$ cat src/rtl/gauss_filter_ctrl.sv
// gauss_filter_ctrl: tap loader and bit upsampler/tail sequencer for the GFSK Gaussian filter
// Ports: cfg_we/cfg_addr/cfg_data write the 9-entry shadow tap bank; cfg_commit replays it
// on tap_index/tap_value (cfg_done follows tap 8). bit_in/_valid/_last/_ready is the packet
// bit stream; bit_upsample/_valid/_valid_last carry SAMPLE_PER_SYMBOL samples per bit plus
// TAIL_SAMPLES repeats of the last bit. busy is high outside IDLE.
module gauss_filter_ctrl #(
    parameter int GAUSS_FILTER_BIT_WIDTH = 16,
    parameter int SAMPLE_PER_SYMBOL      = 8,
    parameter int TAIL_SAMPLES           = 16
) (
    input  logic                              clk,
    input  logic                              rst_n,
    input  logic                              cfg_we,
    input  logic [3:0]                        cfg_addr,
    input  logic [GAUSS_FILTER_BIT_WIDTH-1:0] cfg_data,
    input  logic                              cfg_commit,
    output logic                              cfg_done,
    output logic [3:0]                        tap_index,
    output logic [GAUSS_FILTER_BIT_WIDTH-1:0] tap_value,
    input  logic                              bit_in,
    input  logic                              bit_in_valid,
    input  logic                              bit_in_last,
    output logic                              bit_in_ready,
    output logic                              bit_upsample,
    output logic                              bit_upsample_valid,
    output logic                              bit_upsample_valid_last,
    output logic                              busy
);
    localparam int W = GAUSS_FILTER_BIT_WIDTH;
    localparam logic [7:0] SPS_M1 = 8'(SAMPLE_PER_SYMBOL - 1);
    localparam logic [7:0] SPS_M2 = 8'(SAMPLE_PER_SYMBOL - 2);
    localparam logic [7:0] TAIL_M1 = 8'(TAIL_SAMPLES - 1);
    localparam logic [7:0] TAIL_M2 = 8'(TAIL_SAMPLES - 2);
    localparam bit TAIL_ZERO = (TAIL_SAMPLES == 0);
    localparam bit TAIL_ONE = (TAIL_SAMPLES == 1);
    localparam bit LAST_ON_FIRST = (SAMPLE_PER_SYMBOL == 1) && (TAIL_SAMPLES == 0);
    typedef enum logic [1:0] {IDLE, LOAD, RUN, TAIL} state_t;
    state_t state, n_state;
    logic [W-1:0] shadow [0:8];
    logic [3:0] load_cnt, n_load_cnt, n_tap_index, load_inc;
    logic [W-1:0] n_tap_value;
    logic [7:0] samp_cnt, n_samp_cnt, tail_cnt, n_tail_cnt;
    logic have, n_have, cur_last, n_last, n_bit, n_valid, n_vlast, n_done, accept;
    // Commit wins over a bit offered in the same IDLE cycle, so ready drops for that cycle.
    always_comb
        bit_in_ready = (state == IDLE) ? !cfg_commit :
                       (state == RUN)  ? (!have || (samp_cnt == SPS_M1 && !cur_last)) : 1'b0;
    assign accept = bit_in_valid && bit_in_ready;
    assign load_inc = load_cnt + 4'd1;
    always_comb begin
        n_state = state;
        n_load_cnt = load_cnt;
        n_samp_cnt = samp_cnt;
        n_tail_cnt = tail_cnt;
        n_have = have;
        n_last = cur_last;
        n_bit = bit_upsample;
        n_valid = 1'b0;
        n_vlast = 1'b0;
        n_done = 1'b0;
        n_tap_index = 4'hF;
        n_tap_value = tap_value;
        if (accept) begin
            n_state = RUN;
            n_have = 1'b1;
            n_last = bit_in_last;
            n_bit = bit_in;
            n_samp_cnt = '0;
            n_valid = 1'b1;
            n_vlast = bit_in_last && LAST_ON_FIRST;
        end
        case (state)
            IDLE: if (cfg_commit) begin
                n_state = LOAD;
                n_load_cnt = '0;
                n_tap_index = '0;
                n_tap_value = shadow[0];
            end
            LOAD: if (load_cnt == 4'd8) begin
                n_state = IDLE;
                n_done = 1'b1;
            end else begin
                n_load_cnt = load_inc;
                n_tap_index = load_inc;
                n_tap_value = shadow[load_inc];
            end
            RUN: if (!accept && have) begin
                if (samp_cnt != SPS_M1) begin
                    n_samp_cnt = samp_cnt + 8'd1;
                    n_valid = 1'b1;
                    n_vlast = cur_last && TAIL_ZERO && samp_cnt == SPS_M2;
                end else begin
                    n_have = 1'b0;
                    // The last bit either ends the packet here or hands over to the tail.
                    if (cur_last) begin
                        n_state = TAIL_ZERO ? IDLE : TAIL;
                        n_tail_cnt = '0;
                        n_valid = !TAIL_ZERO;
                        n_vlast = TAIL_ONE;
                    end
                end
            end
            TAIL: if (tail_cnt == TAIL_M1) begin
                n_state = IDLE;
            end else begin
                n_tail_cnt = tail_cnt + 8'd1;
                n_valid = 1'b1;
                n_vlast = tail_cnt == TAIL_M2;
            end
            default: n_state = IDLE;
        endcase
    end
    always_ff @(posedge clk or negedge rst_n)
        if (!rst_n) begin
            state <= IDLE;
            load_cnt <= '0;
            samp_cnt <= '0;
            tail_cnt <= '0;
            have <= 1'b0;
            cur_last <= 1'b0;
            bit_upsample <= 1'b0;
            bit_upsample_valid <= 1'b0;
            bit_upsample_valid_last <= 1'b0;
            cfg_done <= 1'b0;
            tap_index <= 4'hF;
            tap_value <= '0;
            busy <= 1'b0;
        end else begin
            state <= n_state;
            load_cnt <= n_load_cnt;
            samp_cnt <= n_samp_cnt;
            tail_cnt <= n_tail_cnt;
            have <= n_have;
            cur_last <= n_last;
            bit_upsample <= n_bit;
            bit_upsample_valid <= n_valid;
            bit_upsample_valid_last <= n_vlast;
            cfg_done <= n_done;
            tap_index <= n_tap_index;
            tap_value <= n_tap_value;
            busy <= n_state != IDLE;
        end
    always_ff @(posedge clk or negedge rst_n)
        if (!rst_n) begin
            for (int i = 0; i < 9; i++) shadow[i] <= '0;
        end else if (cfg_we && cfg_addr <= 4'd8) begin
            shadow[cfg_addr] <= cfg_data;
        end
endmodule

$ cat config.mk
export PLATFORM = sky130hd
export DESIGN_NAME = gauss_filter_ctrl
export DESIGN_NICKNAME = d
export VERILOG_FILES = /design/src/rtl/gauss_filter_ctrl.sv
export SDC_FILE = /design/constraint.sdc
export NUM_CORES = 1
export LEC_CHECK = 0
export BUFFER_PORTS_ARGS = -buffer_cell sky130_fd_sc_hd__buf_2
export CAP_MARGIN = 5
export CORE_MARGIN = 10
export CORE_UTILIZATION = 40
export CTS_BUF_LIST = sky130_fd_sc_hd__clkbuf_4 sky130_fd_sc_hd__clkbuf_8
export CTS_CLUSTER_DIAMETER = 60
export DETAILED_ROUTE_END_ITERATION = 10
export PLACE_DENSITY_LB_ADDON = 0.08
export RECOVER_POWER = 100
export SETUP_SLACK_MARGIN = 0.4
export SYNTH_ARGS = -nofsm -noshare
export SYNTH_HDL_FRONTEND = slang
export SYNTH_SLANG_ARGS = --single-unit
$ cat constraint.sdc
create_clock -name clk -period 7.5 [get_ports clk]
set_clock_uncertainty 0.2 [all_clocks]
set_input_delay 0.375 -clock clk [delete_from_list [all_inputs] [get_ports clk]]
set_output_delay 0.375 -clock clk [all_outputs]
set_load 0.005 [all_outputs]
# ---- Yosys cells after proc, flatten, opt, wreduce, memory -nomap -nowiden
# Index checks and enable logic that the tools add are counted.
dict set report word_totals {
  inputBits 27
  reg_bits 193
}
dict set report classes {
  n_lt_le_gt_ge 4
  n_mux 48
  n_reduce_logical 16
  bitwise_logic 2
  n_eq_ne 14
  addsub 3
}
# cell n
set op_table {}
lappend op_table {{$bwmux W144} 1}
lappend op_table {{$mux W16} 5}
lappend op_table {{$bmux W16 S4} 1}
lappend op_table {{$demux W16 S4} 1}
lappend op_table {{$mux W8} 8}
lappend op_table {{$pmux W16 S2} 1}
lappend op_table {{$add A8 B1 Y8 const B} 2}
lappend op_table {{$eq A8 B4 Y1 const B} 2}
lappend op_table {{$mux W4} 4}
lappend op_table {{$pmux W4 S2} 2}
lappend op_table {{$pmux W8 S2} 1}
lappend op_table {{$mux W1} 15}
lappend op_table {{$mux W2} 7}
lappend op_table {{$ge A5 B5 Y1 const B} 2}
lappend op_table {{$ne A2 B2 Y1 const B} 5}
lappend op_table {{$not A4 Y5} 2}
lappend op_table {{$eq A8 B3 Y1 const B} 1}
lappend op_table {{$ne A8 B3 Y1 const B} 1}
lappend op_table {{$pmux W2 S4} 1}
lappend op_table {{$reduce_bool A2 Y1} 3}
lappend op_table {{$logic_and A1 B1 Y1} 5}
lappend op_table {{$lt A5 B1 Y1 const B} 1}
lappend op_table {{$reduce_and A5 Y1} 1}
lappend op_table {{$add A4 B1 Y4 const B} 1}
lappend op_table {{10 further kinds} 14}

# ---- Longest topological paths before layout
dict set report logic_depth {
  depth_word 12
  ltp_mapped 10
}

# ---- Worst setup path before layout
# OpenSTA, ideal clock, no wires.
dict set report synth_timing {
  kind {reg2reg}
  startpoint {register load_cnt[0]}
  endpoint {register tap_value[1]}
  path_buffers 4
  path_slack_ns 4.842
  stages_incl_launch_ff 11
  period_less_slack_ns 2.658
  arrival_ns 2.381
  setup_time_ns 0.077
  path_cell_list {dfrtp_1 buf_4 buf_2 inv_1 ha_1 clkbuf_1 nand4b_1 o22ai_1 clkbuf_1 a21oi_1 a21oi_1}
}
dict set report synth_via {
  elab_chain_cells 7
  word_cells_on_any_way 10
}
# item line_no
set synth_lines {}
lappend synth_lines {{from (decl)} 40} ;# logic [3:0] load_cnt, n_load_cnt, n_tap_index, load_inc;
lappend synth_lines {{from (signal assigned)} 130} ;# load_cnt <= n_load_cnt;
lappend synth_lines {{$add A4 B1 Y4} 49} ;# assign load_inc = load_cnt + 4'd1;
lappend synth_lines {{$not A4 Y5 (not written as such)} 85} ;# n_tap_value = shadow[load_inc];
lappend synth_lines {{$bmux W16 S4} 85}
lappend synth_lines {{$mux W16 (not written as such) (2 in series)} 85}
lappend synth_lines {{$mux W16} 79} ;# LOAD: if (load_cnt == 4'd8) begin
lappend synth_lines {{$pmux W16 S2} 72} ;# case (state)
lappend synth_lines {{to (signal assigned)} 140} ;# tap_value <= n_tap_value;
lappend synth_lines {{to (decl)} 19} ;# output logic [GAUSS_FILTER_BIT_WIDTH-1:0] tap_value,
# Several ways; a longest one is shown, not always the timed one. The select of a mux whose other input is x is not followed.
# A chain may end at the register's enable or synchronous reset.

# ---- Final worst setup path
dict set report layout_timing {
  startpoint {register load_cnt[1]}
  endpoint {register tap_value[6]}
}
# The elaborated chain is that of the path after synthesis.

==> results.py <==
metrics = {
    "sta": {
        "rsz0062_at_grt": "false",
        "setup_viol": 0,
        "whs_ns": 0.0361,
        "max_freq_mhz": 253,
        "worst_pin_slew_ns": 1.66,
        "hold_viol_final": 0,
        "drv_slew": 35,
        "tns_ns": 0,
        "fin_crit_sh": 0.527,
        "post-route-min-period_ns": 3.95,
        "relSlewSlack": -0.110,
    },
    "floorplanning": {
        "die_y_um": 169,
        "ios": 53,
        "floorplan.rows": 54,
        "die_w_um": 169,
        "die-area_um2": 28600,
        "start_util": 0.407,
        "coreArea_um2": 21800,
    },
    "synth": {
        "synth_top_area_share": 0.532,
        "ys_seq_area_frac": 0.544,
        "syn_area_um2": 8880,
        "ys_warn_count": 0,
        "avgSynthCellArea_um2": 13.8,
        "synth_edf_count": 0,
        "yosysUniqueCellTypes": 56,
        "syn-instance-count": 642,
        "synth_nets": 674,
        "yosys.area.top_type": "dfrtp_1",
        "synthArstFlopShare": 1.00,
        "post-synth-top-count-cell": "dfrtp_1",
        "synth_common_cells": "dfrtp_1 (189), mux2_2 (134), a21oi_1 (35), mux4_2 (32), o21ai_0 (29)",
        "ys_seq_elements": 193,
        "synth_ff_type": "dfrtp_1",
        "synth_area_leaders": "dfrtp_1 (53%), mux2_2 (17%), mux4_2 (8.1%), a21oi_1 (2.0%), o21ai_0 (1.6%)",
    },
    "cts": {
        "cts_root_buffer": "clkbuf_8",
        "cts_buffers": 17,
        "path_clk_slew_ns": 0.10,
        "cts_buffer_depth": 2,
        "cts_tree": "built",
        "cts_setup_buffers": 0,
        "clock_latency_ns": 0.47,
        "cts_resized": 0,
        "htree_num_levels": 4,
        "clock_sinks": 193,
    },
    "cells_and_area": {
        "antenna_cells": 0,
        "n_fill_cell": 1978,
        "drive_gt1_frac": 0.340,
        "fin_nets": 727,
        "syn_to_final_growth_pct": 9.97,
    },
    "pwr": {
        "p_sw_mw": 1.28,
        "p_leak_nw": 4.11,
        "pwr-share-seq": 0.430,
        "power_density_nw_per_um2": 365,
        "peakVddDrop_uv": 157,
        "power_frac_clock": 0.186,
        "switching_share": 0.359,
        "p_comb_frac": 0.384,
        "intPower_mw": 2.29,
    },
    "grt": {
        "grt_pass1_wl_mm": 33.8,
        "grt_pass1_vias": 5942,
        "overflow": 0,
        "grt_max_degree": 114,
        "antenna_found_initial": 0,
        "globalRouteTotalUtil": 0.149,
    },
    "route": {
        "drcViolationCount": 0,
        "drt-wirelength-per-cell_um": 21.1,
        "via_count": 5569,
        "drt_first_pass_iters": 4,
        "ant_nets": 0,
        "vias_per_cell": 5.64,
        "drtIter0Drc": 447,
        "routed_wl_mm": 20.8,
    },
    "critical_path": {
        "critPathMaxFanout": 22,
        "startpoint": "load_cnt[1]$_DFFE_PN0P_",
        "cp-start-kind": "flop",
        "crit_required_ns": 7.69,
        "crit_path_end_kind": "flop",
        "r2r-start": "load_cnt[1]$_DFFE_PN0P_",
        "crit_type": "flop to flop",
        "arrival_ns": 4.15,
    },
    "worst_hold_path": {
        "hold_class": "input pin to flop",
        "min_from": "cfg_data[2]",
    },
    "outcome": {
        "violations": "max-capacitance violations, max-slew violations",
        "outcome": "finished, violations left",
    },
    "placement": {
        "place_congestion": 0.731,
        "io_buffer_count": 52,
        "dp_hpwl_mm": 13.1,
    },
    "run": {
        "cap_viol_max_count": 2,
    },
}
flip-flops by register name (all words and copies together) (netlist names):
register	count
samp_cnt	8
tap_value	16
busy	1
cur_last	1
tap_index	4
shadow	144
tail_cnt	8
bit_upsample	1
bit_upsample_valid	1
load_cnt	4
bit_upsample_valid_last	1
cfg_done	1
have	1
state	2
routing by layer:
layer  up-vias  track usage  wire length, µm
met5         -            0                0
met4         0       0.0323              158
met3        18       0.0306              629
met2        90        0.240            10000
met1      2929        0.202            10000
li1       2532            -                -
critical path, stage by stage (launching register included):
cell and delay, ns:
dfrtp_1 0.46, inv_1 0.07, ha_1 0.56, clkbuf_1 0.70, nand4bb_1 0.42, o22ai_1 0.69, clkbuf_1 0.44, a21oi_1 0.14
a21oi_1 0.17
final timing paths:
| path | cells after the start | endpoint | slack, ns |
|---|---|---|---|
| worst max register to register | 8 | tap_value[6]$_DFFE_PN0P_ | 3.55 |
| worst min-delay path | 2 | shadow[66]$_DFFE_PN0P_ | 0.04 |
| max in group asynchronous | 3 | tap_value[7]$_DFFE_PN0P_ | 5.04 |
| worst max-delay path | 8 | tap_value[6]$_DFFE_PN0P_ | 3.55 |
| worst min register to register | 1 | bit_upsample$_DFFE_PN0P_ | 0.29 |
| min in group asynchronous | 2 | samp_cnt[3]$_DFF_PN0_ | 0.40 |
cell type report:
cell class / count / area [µm²] / area share
flip-flops and latches: 193 / 4840 / 0.495
multi-input cells: 406 / 3830 / 0.392
repair buffers: 72 / 357 / 0.0365
well taps: 280 / 350 / 0.0359
clock buffers: 19 / 249 / 0.0255
clock inverters: 13 / 124 / 0.0127
inverters: 5 / 18.8 / 0.00192
power groups by stage:
stage	sequential (mW)	clock, mW	combinational (mW)
floorplan	1.49	0	1.02
global placement	1.54	0	1.39
detailed placement	1.56	0	1.41
CTS	1.54	0.685	1.42
global route	1.58	0.730	1.51
finish	1.54	0.664	1.37
metrics by stage:
step / cell area [µm²] / util / total power [mW] / instances / worst slack, ns
2_1_floorplan: 8880 / - / 2.51 / 642 / 4.84
3_3_place_gp: 9450 / 0.433 / 2.94 / 952 / 4.30
3_5_place_dp: 9450 / 0.433 / 2.96 / 952 / 4.22
4_1_cts: 9870 / 0.452 / 3.64 / 988 / 4.21
5_1_grt: 9770 / 0.448 / 3.81 / 988 / 3.30
6_report: 9770 / 0.448 / 3.57 / 988 / 3.55
cells in the final DEF, fill, tap and decap left out, types with 7 or more instances in the layout:
cell      synthesis  routed
nand3b_1          7       7
nor2_1           14      14
nand2_1          19      19
o21ai_0          29      30
or4_1            16      16
dfrtp_1         189     188
a21oi_1          35      35
buf_2            13      23
mux2_2          134     133
a22oi_1          16      16
nand3_1          10      10
clkbuf_8          0      18
mux4_2           32      32
mux2_1           11      14
clkbuf_1         22      38
repair_timing:
action	CTS	global route
endpoints found under the setup margin	0	0
endpoints found under the hold margin	111	0
hold buffers	4	0
kinds of logic (layout without fill, tap and decap cells):
logic type	Yosys count	in the layout	share of synthesized area
XOR/XNOR	9	9	0.00887
adder cells (fa/ha/maj)	5	5	0.00704
AO/OA/AOI/OAI	104	104	0.0725
multiplexers	183	183	0.273
flip-flops	193	193	0.544
buffers and inverters	43	109	0.0217
AND/OR/NAND/NOR	105	105	0.0727
(Power assumes the default switching activity.)
